[src/rtl/shwr_integral_mc.sv]
// shwr_integral_mc
//
// Multi-channel shower integral block. Each channel tracks its ADC baseline
// while idle, freezes it on TRIGGER, then integrates the pre-delayed,
// baseline-subtracted samples over a programmable window. It also tracks the
// peak sample and a saturation flag. All channel results are published
// together with a one-cycle DONE strobe.
//
// Ports:
//   CLK120        in   120 MHz clock
//   RESET         in   synchronous, active-high reset
//   ADC           in   NCH packed samples, channel 0 in the LSBs
//   TRIGGER       in   start request, level-sampled while idle
//   WINDOW_LEN    in   integration bins (0 behaves as 1), sampled at trigger
//   BASELINE_INIT in   integer baseline loaded at reset
//   BUSY          out  high while integrating
//   DONE          out  one-cycle strobe, result outputs valid
//   INTEGRAL      out  clamped integral per channel
//   PEAK          out  peak sample minus rounded baseline, floored at 0
//   BASELINE      out  frozen baseline with BL_EXTRA fraction bits
//   SATURATED     out  a window sample reached SAT_LEVEL
//   OVERFLOW      out  the integral exceeded its output range
//
// state   | meaning
// --------+------------------------------------------------------------
// S_IDLE  | baselines track ADCD; TRIGGER freezes them and starts a window
// S_INTEG | accumulate one bin per cycle; bin counter counts down to 1
// S_DONE  | DONE strobe with fresh results; TRIGGER ignored

module shwr_integral_mc #(
    parameter int NCH        = 3,
    parameter int ADC_WIDTH  = 12,
    parameter int AREA_WIDTH = 19,
    parameter int FRAC_WIDTH = 6,
    parameter int BL_EXTRA   = 2,
    parameter int PRE_DLY    = 8,
    parameter int SAT_LEVEL  = 4095
) (
    input  logic                                   CLK120,
    input  logic                                   RESET,
    input  logic [NCH*ADC_WIDTH-1:0]               ADC,
    input  logic                                   TRIGGER,
    input  logic [11:0]                            WINDOW_LEN,
    input  logic [ADC_WIDTH-1:0]                   BASELINE_INIT,
    output logic                                   BUSY,
    output logic                                   DONE,
    output logic [NCH*AREA_WIDTH-1:0]              INTEGRAL,
    output logic [NCH*ADC_WIDTH-1:0]               PEAK,
    output logic [NCH*(ADC_WIDTH+BL_EXTRA)-1:0]    BASELINE,
    output logic [NCH-1:0]                         SATURATED,
    output logic [NCH-1:0]                         OVERFLOW
);

    localparam int BL_W  = ADC_WIDTH + FRAC_WIDTH;
    localparam int ACC_W = AREA_WIDTH + FRAC_WIDTH + 2;
    localparam int BLO_W = ADC_WIDTH + BL_EXTRA;

    // Accumulator clamp points; the negative clamp only keeps very long
    // negative windows from wrapping, the reported result is 0 either way.
    localparam logic signed [ACC_W:0] POS_LIM =
        $signed((ACC_W+1)'(1) << (AREA_WIDTH + FRAC_WIDTH));
    localparam logic signed [ACC_W:0] NEG_LIM = -POS_LIM;
    localparam logic [BL_W:0]         BL_HALF = (BL_W+1)'(1) << (FRAC_WIDTH - 1);
    localparam logic [ADC_WIDTH-1:0]  SAT_CODE = ADC_WIDTH'(SAT_LEVEL);

    typedef enum logic [1:0] {S_IDLE, S_INTEG, S_DONE} state_t;

    state_t      state, state_nxt;
    logic [11:0] bin_cnt;
    logic        start, track, last;

    logic [NCH*ADC_WIDTH-1:0] dly [PRE_DLY];
    logic [NCH*ADC_WIDTH-1:0] adcd;

    wire [NCH*AREA_WIDTH-1:0] integral_w;
    wire [NCH*ADC_WIDTH-1:0]  peak_w;
    wire [NCH*BLO_W-1:0]      baseline_w;
    wire [NCH-1:0]            sat_w;
    wire [NCH-1:0]            ovf_w;

    // Pre-trigger look-back delay line, running in every state.
    always_ff @(posedge CLK120) begin
        if (RESET) begin
            for (int i = 0; i < PRE_DLY; i++) dly[i] <= '0;
        end else begin
            dly[0] <= ADC;
            for (int i = 1; i < PRE_DLY; i++) dly[i] <= dly[i-1];
        end
    end

    assign adcd = dly[PRE_DLY-1];

    always_ff @(posedge CLK120) begin
        if (RESET) state <= S_IDLE;
        else       state <= state_nxt;
    end

    always_comb begin
        state_nxt = state;
        case (state)
            S_IDLE:  if (TRIGGER) state_nxt = S_INTEG;
            S_INTEG: if (bin_cnt == 12'd1) state_nxt = S_DONE;
            S_DONE:  state_nxt = S_IDLE;
            default: state_nxt = S_IDLE;
        endcase
    end

    always_comb begin
        BUSY  = (state == S_INTEG);
        DONE  = (state == S_DONE);
        start = (state == S_IDLE) && TRIGGER;
        track = (state == S_IDLE) && !TRIGGER;
        last  = (state == S_INTEG) && (bin_cnt == 12'd1);
    end

    always_ff @(posedge CLK120) begin
        if (RESET)      bin_cnt <= '0;
        else if (start) bin_cnt <= (WINDOW_LEN == 12'd0) ? 12'd1 : WINDOW_LEN;
        else if (BUSY)  bin_cnt <= bin_cnt - 12'd1;
    end

    for (genvar g = 0; g < NCH; g++) begin : g_ch
        logic [ADC_WIDTH-1:0]    sample;
        logic [BL_W-1:0]         level, bl;
        logic signed [ACC_W:0]   sum;
        logic signed [ACC_W-1:0] acc, acc_nxt;
        logic [ADC_WIDTH-1:0]    peak, peak_nxt;
        logic                    sat, sat_nxt, ovf, ovf_nxt;
        logic [BL_W:0]           bl_half;
        logic [ADC_WIDTH:0]      bl_rnd;

        logic [AREA_WIDTH-1:0]   integral_r;
        logic [ADC_WIDTH-1:0]    peak_r;
        logic [BLO_W-1:0]        bl_out_r;
        logic                    sat_r, ovf_r;

        assign sample  = adcd[g*ADC_WIDTH +: ADC_WIDTH];
        assign level   = {sample, {FRAC_WIDTH{1'b0}}};
        assign bl_half = {1'b0, bl} + BL_HALF;
        assign bl_rnd  = bl_half[BL_W:FRAC_WIDTH];

        // Slow tracker: one fractional LSB per cycle, holds on a flat input.
        // Not updated in the trigger cycle, so the frozen value is the one
        // held entering it.
        always_ff @(posedge CLK120) begin
            if (RESET)
                bl <= {BASELINE_INIT, {FRAC_WIDTH{1'b0}}};
            else if (track) begin
                if (level > bl)      bl <= bl + BL_W'(1);
                else if (level < bl) bl <= bl - BL_W'(1);
            end
        end

        always_comb begin
            sum = $signed({acc[ACC_W-1], acc})
                + $signed({{(ACC_W+1-BL_W){1'b0}}, level})
                - $signed({{(ACC_W+1-BL_W){1'b0}}, bl});
            acc_nxt = sum[ACC_W-1:0];
            ovf_nxt = ovf;
            if (ovf || sum >= POS_LIM) begin
                acc_nxt = POS_LIM[ACC_W-1:0];
                ovf_nxt = 1'b1;
            end else if (sum < NEG_LIM) begin
                acc_nxt = NEG_LIM[ACC_W-1:0];
            end
            peak_nxt = (sample > peak) ? sample : peak;
            sat_nxt  = sat | (sample >= SAT_CODE);
        end

        always_ff @(posedge CLK120) begin
            if (RESET || start) begin
                acc  <= '0;
                peak <= '0;
                sat  <= 1'b0;
                ovf  <= 1'b0;
            end else if (BUSY) begin
                acc  <= acc_nxt;
                peak <= peak_nxt;
                sat  <= sat_nxt;
                ovf  <= ovf_nxt;
            end
        end

        // Results are taken from the last bin's update so they are valid
        // in the DONE cycle itself.
        always_ff @(posedge CLK120) begin
            if (RESET) begin
                integral_r <= '0;
                peak_r     <= '0;
                bl_out_r   <= {BASELINE_INIT, {BL_EXTRA{1'b0}}};
                sat_r      <= 1'b0;
                ovf_r      <= 1'b0;
            end else if (last) begin
                if (acc_nxt < 0) begin
                    integral_r <= '0;
                    ovf_r      <= 1'b0;
                end else if (ovf_nxt) begin
                    integral_r <= '1;
                    ovf_r      <= 1'b1;
                end else begin
                    integral_r <= acc_nxt[FRAC_WIDTH +: AREA_WIDTH];
                    ovf_r      <= 1'b0;
                end
                if ({1'b0, peak_nxt} > bl_rnd)
                    peak_r <= peak_nxt - bl_rnd[ADC_WIDTH-1:0];
                else
                    peak_r <= '0;
                bl_out_r <= bl[BL_W-1:FRAC_WIDTH-BL_EXTRA];
                sat_r    <= sat_nxt;
            end
        end

        assign integral_w[g*AREA_WIDTH +: AREA_WIDTH] = integral_r;
        assign peak_w[g*ADC_WIDTH +: ADC_WIDTH]       = peak_r;
        assign baseline_w[g*BLO_W +: BLO_W]           = bl_out_r;
        assign sat_w[g]                               = sat_r;
        assign ovf_w[g]                               = ovf_r;
    end

    assign INTEGRAL  = integral_w;
    assign PEAK      = peak_w;
    assign BASELINE  = baseline_w;
    assign SATURATED = sat_w;
    assign OVERFLOW  = ovf_w;

endmodule

[config.mk]
export PLATFORM = sky130hd
export DESIGN_NAME = shwr_integral_mc
export DESIGN_NICKNAME = d
export VERILOG_FILES = /design/src/rtl/shwr_integral_mc.sv
export SDC_FILE = /design/constraint.sdc
export NUM_CORES = 2
export LEC_CHECK = 0
export ABC_AREA = 0
export BUFFER_PORTS_ARGS = -buffer_cell sky130_fd_sc_hd__buf_4
export CAP_MARGIN = 20
export CORE_MARGIN = 2
export CORE_UTILIZATION = 55
export CTS_CLUSTER_DIAMETER = 60
export CTS_CLUSTER_SIZE = 12
export DETAILED_ROUTE_END_ITERATION = 7
export MAX_ROUTING_LAYER = met4
export PLACE_DENSITY = 0.85
export RECOVER_POWER = 50
export SETUP_SLACK_MARGIN = 0.02
export SKIP_CTS_REPAIR_TIMING = 1
export SLEW_MARGIN = 20
export SYNTH_ARGS = -nofsm -noshare
export SYNTH_HDL_FRONTEND = slang
export SYNTH_SLANG_ARGS = --single-unit
[constraint.sdc]
create_clock -name CLK120 -period 5.25 [get_ports CLK120]
set_input_delay 0.2625 -clock CLK120 [delete_from_list [all_inputs] [get_ports CLK120]]
set_output_delay 0.2625 -clock CLK120 [all_outputs]
set_load 0.01 [all_outputs]
==> run metrics <==
total negative slack=0 ps; most frequent cells after synthesis=548 x dfxtp_1, 327 x inv_1, 326 x nand2_1, 312 x nor2b_1, 257 x ha_1; Pleak=0.0157 uW; Core Area=0.0565 mm^2; Worst Max-Slew Pin Slew=~3100 ps; Layout Nets=4,032; hold endpoint=bin_cnt[10]$_SDFFE_PP0P_; first-pass GRT wire length=124 mm; CP max stage delay=490 ps; minimum clock period=4830 ps; HPWL after DPL=57.1 mm; Rows=87; Max Cap Viol=2; Ys Warns=0; CTS clock-pin slew for the worst setup and hold paths=60 ps; Post-synth EDFFs=72; WHS Path Cells=3; asr flop ratio synth=0%; synthesized area per cell=9.21 um^2; Hold Vio Cnt, Final=2; synthesized instance count=about 3,400; CP Class=flop to flop; PortBufs=205; critical path cell sequence=inv_1 -> ha_1 -> or4bb_1 -> nor3_2 -> or3_1 -> a21oi_1 -> o21ai_1 -> nor2_1 -> nor2_1 -> o21ai_1 -> buf_4 -> ha_1 -> a21o_1 -> a2111oi_0 -> nor3_1 -> a2111oi_2 -> o21ai_0 -> a31oi_1 -> mux2i_1 -> nand4_1; Vias=25,200; endpoints failing setup=0; routability-driven placement congestion ratio=0.975; # IOs=about 210; die area=0.0592 mm^2; worst r2r src=g_ch[0].bl[7]$_DFFE_PP_; crit path max fanout=9; Die Width=243 um; total power=~16,000 uW; cell accounting for the most synthesized area=dfxtp_1; worst hold margin=-34.8 ps; slowest CP cell=or4bb_1; Overflow after GRT=0; layout cells sized above 1=roughly 6.5%; worst path required time=5580 ps; status=finished with violations; gr usage total=26.8%; worst vdd rail ir drop=around 350 uV; fin crit share=approximately 90%; ANT nets after route=0; Worst Hold Class=input pin to flop; Layout area overhead=13.9%; Die H=243 um; Rel. slew slack=-105%; Avg WL per Cell=17.8 um; Worst-Skew Late Latency=630 ps; syn_nets=about 3,800; Worst Path Arrival=5170 ps; maximum clock frequency=between 0.2 and 0.25 GHz; FF-to-FF End=g_ch[0].bl[17]$_DFFE_PP_; flop2flop setup slack=420 ps; Post-synth top flop=dfxtp_1; H-tree levels=3; power per cell area=around 450 mW/mm^2; share of the synthesized area in the top cell type=34.8%; TritonRoute pass-1 iters=6; library cells used by synthesis=71; violated checks=negative hold slack, max-capacitance violations, max-slew violations; Mapped Area=between 0.03 and 0.04 mm^2; Iter 0 DRT Violations=1,899; clk_skew=25.1 ps; min-delay src=WINDOW_LEN[10]; count of pins over their slew limit=152; Crit. End Element=flop; synth top area cells=dfxtp_1 35%, ha_1 10%, edfxtp_1 6.9%; total CTS buffers=66; final WL=79.5 mm; CTS tree=yes; unrepaired setup endpoints after global routing=false; vias per std cell=5.66; CP startpoint kind=flop; worst-case clock buffer depth=3; Initial Util=55.8%; initial antenna violation count=1; register bit total from synthesis=between 600 and 700; clock sinks=just over 600; # DRC=0; pin count of the biggest net entering global routing=around 210; register area share after synthesis=41.7%; vias in the first global route=23,500; worst reg2reg path depth=20; most instantiated library cell after synthesis=dfxtp_1; Root Driver=clkbuf_16
layout by cell type, fill, tap and decap left out, drive strengths merged, types with 8 or more instances in the layout:
cell         Yosys  final
xor2            44     44
or3             16     16
a21oi          156    156
nand2          326    326
a31oi           14     14
and2            17     17
a21o            75     75
edfxtp          72     72
ha             257    257
or2             11     11
nor3            59     59
nand4           40     40
dfxtp          548    548
a221o           21     21
o21ai          165    165
and3            32     32
clkbuf         109    233
nand2b          23     23
o21a            17     17
fa              45     45
nor2b          312    312
xnor2          113    113
o211ai          52     52
dlygate4sd3      0     44
inv            328    335
buf             18    116
o211a           35     35
nand3           74     74
o21bai          15     15
o2111ai          8      8
or4             11     11
nor2           151    151
a311oi          15     15
nor4            12     12
a2111oi          8      8
mux2i           50     50
a211oi          30     30
a22o            53     53
o31ai           20     20
per-layer routing:
metal	track usage (%)	vias to the layer above	part of all wire, %
met5	-	-	0
met4	10.6	0	4.1
met3	5.50	194	8.0
met2	41.3	931	44
met1	34.6	11800	43
li1	-	12300	-
stage by stage:
stage | worst slack [ps] | util, % | area [um^2] | hold WS, ps | cells
after floorplan | 192 | - | 31500 | 391 | 3422
after global placement | 373 | 60.1 | 33900 | 417 | 4311
after detailed placement | 220 | 60.1 | 33900 | 420 | 4311
after CTS | 144 | 63.7 | 36000 | -173 | 4414
after global routing | 25.5 | 63.5 | 35900 | 14.5 | 4459
final | 417 | 63.5 | 35900 | -34.8 | 4459
power breakdown:
part / internal, uW / total [uW] / switching [uW]
registers: 5150 / 5380 / 237
clock network: 2490 / 4410 / 1920
logic: 2470 / 6190 / 3710
flip-flops by register name, indices dropped and copies added, names as in the netlist:
signal and count:
g_ch.ovf 3, g_ch.sat_r 3, g_ch.acc 81, g_ch.bl_out_r 42, g_ch.peak_r 36, dly 288, g_ch.bl 54, g_ch.sat 3
state 2, bin_cnt 12, g_ch.integral_r 57, g_ch.ovf_r 3, g_ch.peak 36
critical path, delay by kind of cell, from the launching register on:
family                     cells  cell delay, ps
DFF                            1             340
adders and majority gates      2             620
AOI/OAI and AO/OA              8            1850
buffers and inverters          2             260
and+or+nand+nor                7            1240
muxes                          1             210
layout make-up:
class | count | area [um^2]
fill | 4643 | 20600
multi-input combinational | 2347 | 16700
sequential | 620 | 13100
timing repair buffer | 304 | 1870
clock buffer | 89 | 1840
inverter | 328 | 1230
tap | 756 | 946
clock inverter | 14 | 178
antenna | 1 | 2.50
kinds of logic (layout without fill, tap and decap cells):
| family | after synthesis | count (layout) | synth area share, % |
|---|---|---|---|
| AOI/OAI and AO/OA | 732 | 732 | 15.9 |
| xor gates and xnor gates | 157 | 157 | 4.36 |
| adders and majority gates | 302 | 302 | 13.1 |
| buffers and inverters | 455 | 735 | 5.57 |
| DFF | 620 | 620 | 41.7 |
| muxes | 51 | 51 | 1.62 |
| other | 0 | 1 | 0 |
| and+or+nand+nor | 1105 | 1105 | 17.8 |
worst max path at each step:
stage / startpoint / to / cells after the start
floorplan: g_ch[0].bl[7]$_DFFE_PP_ / g_ch[0].bl[17]$_DFFE_PP_ / 20
global placement: g_ch[0].bl[7]$_DFFE_PP_ / g_ch[0].bl[17]$_DFFE_PP_ / 20
detailed placement: g_ch[2].bl[6]$_DFFE_PP_ / g_ch[2].bl[17]$_DFFE_PP_ / 19
CTS: g_ch[0].bl[7]$_DFFE_PP_ / g_ch[0].bl[17]$_DFFE_PP_ / 20
global route: g_ch[0].bl[9]$_DFFE_PP_ / g_ch[0].bl[17]$_DFFE_PP_ / 20
finish: g_ch[0].bl[7]$_DFFE_PP_ / g_ch[0].bl[17]$_DFFE_PP_ / 20
(Power assumes the default switching activity.)
